### src/rtl/word16_fifo_pkg.sv
// Shared definitions for the 16-bit output FIFO of the 8->16 width converter.
//   DW_DEF / DEPTH_DEF : default word width and entry count
//   ptr_w(depth)       : pointer width including the wrap bit
//   word_t             : default-width data word
package word16_fifo_pkg;

  localparam int DW_DEF    = 16;
  localparam int DEPTH_DEF = 4;

  // One extra MSB beyond the address bits distinguishes full from empty.
  function automatic int ptr_w(input int depth);
    return $clog2(depth) + 1;
  endfunction

  typedef logic [DW_DEF-1:0] word_t;

endpackage

### src/rtl/word16_fifo_mem.sv
// DEPTH x DW word storage for word16_out_fifo.
// One synchronous write port, one asynchronous read port; contents are not reset.
// Ports:
//   clk   : write clock, rising edge
//   we    : write enable
//   waddr : write address
//   wdata : write data
//   raddr : read address
//   rdata : read data (combinational from raddr)
module word16_fifo_mem
  import word16_fifo_pkg::*;
#(
  parameter int DW    = DW_DEF,
  parameter int DEPTH = DEPTH_DEF,
  parameter int AW    = $clog2(DEPTH)
) (
  input  logic          clk,
  input  logic          we,
  input  logic [AW-1:0] waddr,
  input  logic [DW-1:0] wdata,
  input  logic [AW-1:0] raddr,
  output logic [DW-1:0] rdata
);

  logic [DW-1:0] mem [DEPTH];

  always_ff @(posedge clk) begin
    if (we) mem[waddr] <= wdata;
  end

  assign rdata = mem[raddr];

endmodule

### src/rtl/word16_out_fifo.sv
// Downstream stage of the 8->16 width converter. Captures every word from the
// converter's valid-only output, buffers up to DEPTH words and presents them
// show-ahead over a valid/ready handshake. The producer cannot be stalled, so a
// word arriving while full (and no same-cycle pop) is dropped and recorded in a
// sticky overflow flag.
// Optional feature macro: WORD16_OUT_FIFO_LEVEL_EN adds the occupancy port 'level'.
// Ports:
//   clk       : clock, rising edge
//   rst       : asynchronous active-high reset
//   valid_in  : word present on data_in
//   data_in   : input word
//   valid_out : head word available
//   data_out  : head word, 0 when empty
//   ready_in  : consumer accepts data_out
//   overflow  : sticky, at least one word dropped
//   ovf_clr   : synchronous clear of overflow (a same-cycle drop wins)
//   level     : occupancy 0..DEPTH (only with WORD16_OUT_FIFO_LEVEL_EN)
module word16_out_fifo
  import word16_fifo_pkg::*;
#(
  parameter int DW    = DW_DEF,
  parameter int DEPTH = DEPTH_DEF   // power of 2, >= 2
) (
  input  logic                   clk,
  input  logic                   rst,
  input  logic                   valid_in,
  input  logic [DW-1:0]          data_in,
  output logic                   valid_out,
  output logic [DW-1:0]          data_out,
  input  logic                   ready_in,
  output logic                   overflow,
`ifdef WORD16_OUT_FIFO_LEVEL_EN
  input  logic                   ovf_clr,
  output logic [$clog2(DEPTH):0] level
`else
  input  logic                   ovf_clr
`endif
);

  localparam int PW = ptr_w(DEPTH);
  localparam int AW = PW - 1;
  localparam logic [PW-1:0] PTR_ONE = PW'(1);

  logic [PW-1:0] wr_ptr, rd_ptr;
  logic          empty, full, push, pop, drop;
  logic [DW-1:0] rdata;

  assign empty = (wr_ptr == rd_ptr);
  assign full  = (wr_ptr[AW-1:0] == rd_ptr[AW-1:0]) && (wr_ptr[AW] != rd_ptr[AW]);

  assign pop  = valid_out && ready_in;
  // A pop in the same cycle frees the slot, so a full FIFO still accepts.
  assign push = valid_in && (!full || pop);
  assign drop = valid_in && full && !pop;

  always_ff @(posedge clk or posedge rst) begin
    if (rst) begin
      wr_ptr <= '0;
      rd_ptr <= '0;
    end else begin
      if (push) wr_ptr <= wr_ptr + PTR_ONE;
      if (pop)  rd_ptr <= rd_ptr + PTR_ONE;
    end
  end

  always_ff @(posedge clk or posedge rst) begin
    if (rst)          overflow <= 1'b0;
    else if (drop)    overflow <= 1'b1;
    else if (ovf_clr) overflow <= 1'b0;
  end

  word16_fifo_mem #(.DW(DW), .DEPTH(DEPTH), .AW(AW)) u_mem (
    .clk   (clk),
    .we    (push),
    .waddr (wr_ptr[AW-1:0]),
    .wdata (data_in),
    .raddr (rd_ptr[AW-1:0]),
    .rdata (rdata)
  );

  // Outputs derive from the pointers only, so reset clears them asynchronously.
  assign valid_out = !empty;
  assign data_out  = empty ? '0 : rdata;

`ifdef WORD16_OUT_FIFO_LEVEL_EN
  assign level = wr_ptr - rd_ptr;
`endif

endmodule

### config.mk
export PLATFORM = sky130hd
export DESIGN_NAME = word16_out_fifo
export DESIGN_NICKNAME = d
export VERILOG_FILES = /design/src/rtl/word16_fifo_pkg.sv /design/src/rtl/word16_fifo_mem.sv /design/src/rtl/word16_out_fifo.sv
export SDC_FILE = /design/constraint.sdc
export NUM_CORES = 1
export LEC_CHECK = 0
export CELL_PAD_IN_SITES_DETAIL_PLACEMENT = 1
export CELL_PAD_IN_SITES_GLOBAL_PLACEMENT = 1
export CORE_UTILIZATION = 23
export DETAILED_ROUTE_END_ITERATION = 12
export PLACE_DENSITY_LB_ADDON = 0.1
export SETUP_SLACK_MARGIN = 0.02
export SYNTH_ARGS = -nofsm -noshare
export SYNTH_HDL_FRONTEND = slang
export SYNTH_HIERARCHICAL = 1
export SYNTH_SLANG_ARGS = --single-unit
### constraint.sdc
create_clock -name clk -period 3.23 [get_ports clk]
set_clock_uncertainty 0.05 [all_clocks]
set_input_delay 0.969 -clock clk [delete_from_list [all_inputs] [get_ports clk]]
set_output_delay 0.969 -clock clk [all_outputs]
set_load 0.1 [all_outputs]
# Yosys cells after proc, flatten, opt, wreduce, memory -nomap -nowiden

Memories as Yosys holds them, arrays and structs flattened.
Cells that the tools add are included.

Memories kept: 1
Logic and storage cells: 24
Flip-flop bits (word level): 7
Input port bits: 21
Output and inout port bits: 18
Memory bits (writable): 64

Memories:

| name      | words | bits a word | read ports | clocked after memory_dff | wr ports | line                  | RTL |
|---|---|---|---|---|---|---|---|
| u_mem.mem | 4     | 16          | 1          | 0                        | 1        | word16_fifo_mem.sv:25 | `logic [DW-1:0] mem [DEPTH];` |

Equality and inequality tests: 3
Mux-type cells: 5
Add/subtract/negate cells: 2
Reductions and logical operators: 10

Operators by type and width:

| operator                                                      | count |
|---|---|
| 16-bit 2-to-1 mux                                             | 1 |
| 3-bit by 1-bit adder with 3-bit output, second input constant | 2 |
| 1-bit logical AND                                             | 5 |
| 1-bit 2-to-1 mux                                              | 4 |
| 3-bit == test                                                 | 1 |
| 1-bit logical NOT                                             | 3 |
| 2-bit == test                                                 | 1 |
| 2-bit nonzero test                                            | 1 |
| 1-bit logical OR                                              | 1 |
| 1-bit != test                                                 | 1 |

# Longest topological paths before layout

Word-level depth: 7
Gate-level depth with buffers: 4
Depth with buffers taken out: 4

# Modules after synthesis

Netlist, hierarchy kept.

By module, submodules not included:

| module          | cells each | area each (um^2) | seq. area each (um^2) | times used |
|---|---|---|---|---|
| word16_fifo_mem | 88         | 2,377.3          | 1,921.8               | 1 |
| word16_out_fifo | 51         | 548.0            | 175.2                 | 1 |

# Worst setup path before layout

OpenSTA, ideal clock, no wires.

Kind: register to output
Start: reg wr_ptr[0]
End: out data_out[0]
Cell stages (with the launch flop): 5
Slack: 0.150 ns
Data required time: 2.211 ns
Arrival time: 2.061 ns
Path buffers: 1
Path through: dfrtp_1 > xnor2_1 > nand3_2 > buf_2 > and2_1

Word-level cells in the longest chain between the ends: 2

RTL lines:

| element                  | line                  | RTL |
|---|---|---|
| start: declaration       | word16_out_fifo.sv:44 | `logic [PW-1:0] wr_ptr, rd_ptr;` |
| start signal: assignment | word16_out_fifo.sv:61 | `if (push) wr_ptr <= wr_ptr + PTR_ONE;` |
| 3-bit == test            | word16_out_fifo.sv:48 | `assign empty = (wr_ptr == rd_ptr);` |
| 16-bit 2-to-1 mux        | word16_out_fifo.sv:83 | `assign data_out = empty ? '0 : rdata;` |
| end: declaration         | word16_out_fifo.sv:29 | `output logic [DW-1:0] data_out,` |

Every way passes these cells.

# Worst setup path in the final report

Start: reg rd_ptr[0]
End: out data_out[15]

Word-level cells in the longest chain between the ends: 2
Elaborated cells between the ends (all ways): 3
Those cells by class: eq/ne (1); mux (1); memory (1)

RTL lines:

| element                  | line                  | RTL |
|---|---|---|
| start: declaration       | word16_out_fifo.sv:44 |  |
| start signal: assignment | word16_out_fifo.sv:62 | `if (pop) rd_ptr <= rd_ptr + PTR_ONE;` |
| memory 4 x 16 bit        | n/a                   |  |
| named net rdata[15]      | word16_out_fifo.sv:46 | `logic [DW-1:0] rdata;` |
| 16-bit 2-to-1 mux        | word16_out_fifo.sv:83 |  |

The timed path passes the listed nets, and every way through them passes these cells.

==> results.md <==
- The run finished with clean final reports.
- The cell sitting at the root of the clock tree is a clkbuf_16.
- The number of nets in the final layout is 211.
- The clock period could shrink to 3080 ps.
- The total of buffers placed on input and output ports is 38.
- The number of gates resized after CTS was 1.
- The worst pin sits at a relative slew slack of 42.3%.
- The max-cap check violation count is 0.
- The ratio of cells with drive above 1 in the final layout is 28.0%.
- Setup violations remaining at the end of the flow were counted as 0.
- The number of pins with negative max-slew slack in the final report came to 0.
- The wire length of the first global-routing pass is 9180 µm.
- The worst setup path is captured at an output port.
- The wire length per cell after detailed routing is 16.2 µm.
- The worst-skew pair later-pin latency is 330 ps.
- The net count after synthesis is 162.
- For this run, the number of Yosys warnings is 6.
- The post-detailed-route DRC marker count is 0.
- For this run the aggregate overflow at the end of global routing stands at 0.
- The summed instance area of the synthesized netlist is 0.00293 mm².
- Across every metal layer, demand over resource in global routing totals 10.0%.
- The initial antenna violation count is 0.
- The count of TritonRoute iterations in the first routing pass is 4.
- The congestion estimate from routability-driven global placement came to 0.781.
- The clock passes through at most 2 buffers.
- The top fanout value on the critical path is 16.
- The full die area is 0.0132 mm².
- Summed over all instances, the cell type with the most area after synthesis is edfxtp_1.
- The number of different library cells used by synthesis comes to 28.
- The vertical die dimension is 115 µm.
- The worst path required time is 2210 ps.
- The initial core utilization is 24.0%.
- The area fraction of the dominant cell type after synthesis is 65.7%.
- The timing-limited maximum frequency is 325 MHz.
- The H-tree was split into 3 levels.
- After technology mapping, the gate count stands at 139.
- The clock-pin slew of the registers on the worst-case setup and hold paths is 50 ps.
- STA classifies the critical path startpoint as a flop.
- The worst min-delay path class is flop to flop.
- The portion of the clock cycle consumed by the worst path in the final layout is 95.3%.
- The count of final hold-check violations came to 0.
- The row count is 40.
- Counting the buffers created by CTS gives 9.
- The total half-perimeter wirelength after legalization and detailed placement is 3880 µm.
- Entering global routing, the biggest net connects 18 pins.
- 0 antenna diodes ended up in the layout.
- In this run the post-CTS setup repair buffer count came out at 0.
- Relative to the synthesized area, the layout overhead comes to 36.4%.
- The number of DRC markers in iteration 0 is 55.
- Pin placement for this block handled 39 I/O pins.
- The detailed-route vias per instance is 3.96.
- Synthesis inferred 71 register bits.
- The post-detailed-routing wire length is 5860 µm.
- The mean post-synth cell area is 21.0 µm².
- The transition time at the pin with the least slew margin is 866 ps.
- After floorplanning, the core was sized to cover 0.0122 mm².
- The sequential share of the synthesized area is 71.7%.
- Counting every sink on the clock net gives 71.
- The cts-stage hold buffer count is 0.
- Sorting the synthesized cells by area gives the leading types as edfxtp_1 (66%), mux4_2 (7.7%), dfrtp_1 (6.0%), mux4_1 (5.4%), and2_1 (3.4%).
- The via count of the first global-routing pass came to 1660.
- The setup TNS after final layout is 0 ps.
- The count of nets left with antenna violations once routing finished came out at 0.
- In this run the horizontal extent of the chip is 115 µm.
- The TritonCTS clock tree is built.
- The critical setup path kind is flop to output port.
- The total via count after detailed routing is 1431.
- Counting the fill cells in the layout gives 1228.
- The worst hold slack after final layout is 474 ps.
- Data on the critical path arrives at its endpoint at 2060 ps.
- Setup repair after global routing left no endpoint under its margin.
[area by class of cell]
cell class	instances	area (µm²)	share of cell area, %
Multi-Input combinational cell	60	783	19.6
Sequential cell	71	2100	52.6
Clock buffer	9	225	5.65
Inverter	3	11.3	0.282
Clock inverter	7	63.8	1.60
Timing Repair Buffer	43	598	15.0
Tap cell	168	210	5.27
[through the flow]
stage | worst slack (ps) | std cells | util [%] | cell area (µm²)
after floorplan | 150 | 139 | - | 2930
after CTS | 107 | 361 | 32.7 | 3990
after detailed placement | 190 | 345 | 30.2 | 3690
after global routing | 63.2 | 361 | 32.7 | 3990
final | 150 | 361 | 32.7 | 3990
after global placement | 222 | 345 | 30.2 | 3690
[Yosys cell counts]
cell type  instances
mux2_1             1
nand3b_1           1
mux4_1             6
mux2_4             1
xor2_1             1
o311ai_1           1
nand3_1            1
nor4_1             1
edfxtp_1          64
buf_6              1
and3b_1            2
o41ai_4            1
buf_12             1
o211ai_1           1
dfrtp_1            7
xnor2_1            6
a22o_1             1
ha_1               2
and2_1            16
a21bo_2            1
mux4_2            10
xor2_2             2
nand3_2            1
and3_1             1
nor3b_1            2
buf_2              3
o31ai_2            1
inv_1              3
[state kept, by name, indices dropped and copies added (netlist names)]
name       count
rd_ptr         3
wr_ptr         3
u_mem/mem     64
overflow       1
[worst max-delay path, stage by stage, from the launching register on]
cell and delay [ps]:
dfrtp_1 540, buf_12 240, mux4_1 580, and2_1 190
buf_12 170
[cell usage in the layout (no fill, tap or decap), types with 2 or more instances in the layout]
cell type        instances
clkdlybuf4s50_1         20
dfrtp_1                  7
clkinv_1                 3
inv_1                    3
mux4_2                  10
ha_1                     2
xnor2_1                  6
edfxtp_1                64
clkinvlp_4               3
and3b_1                  2
mux4_1                   6
buf_4                    5
xor2_2                   2
and2_1                  16
clkbuf_16                9
buf_12                  18
[worst paths after layout]
check	endpoint	slack [ps]	start	cells past startpoint
hold / removal	overflow	470	overflow	1
min in group asynchronous	wr_ptr[2]	830	rst	2
hold reg to reg	overflow	470	overflow	1
setup reg to reg	u_mem/mem[3][2]	940	rd_ptr[2]	4
setup / recovery	data_out[15]	150	rd_ptr[0]	4
max in group asynchronous	rd_ptr[2]	2070	rst	2
[kinds of logic (layout without fill, tap and decap cells)]
family | count (synthesis) | count (layout) | synth area share, %
xor gates and xnor gates | 9 | 9 | 3.21
muxes | 18 | 18 | 14.0
and+or+nand+nor | 25 | 25 | 5.73
DFF | 71 | 71 | 71.7
adders and majority gates | 2 | 2 | 0.855
AOI/OAI and AO/OA | 6 | 6 | 2.57
buffers and inverters | 8 | 62 | 1.97
[layer usage]
layer  track usage, %  vias to the layer above  wire (µm)
met5                0                        -          0
met4             5.97                        0        138
met3             1.95                       10        186
met2             17.3                       32       3080
met1             11.6                      734       2460
li1                 -                      655          -
Power is not shown: default switching activity piles up to over one toggle a cycle in this logic, so the estimate is an artifact.
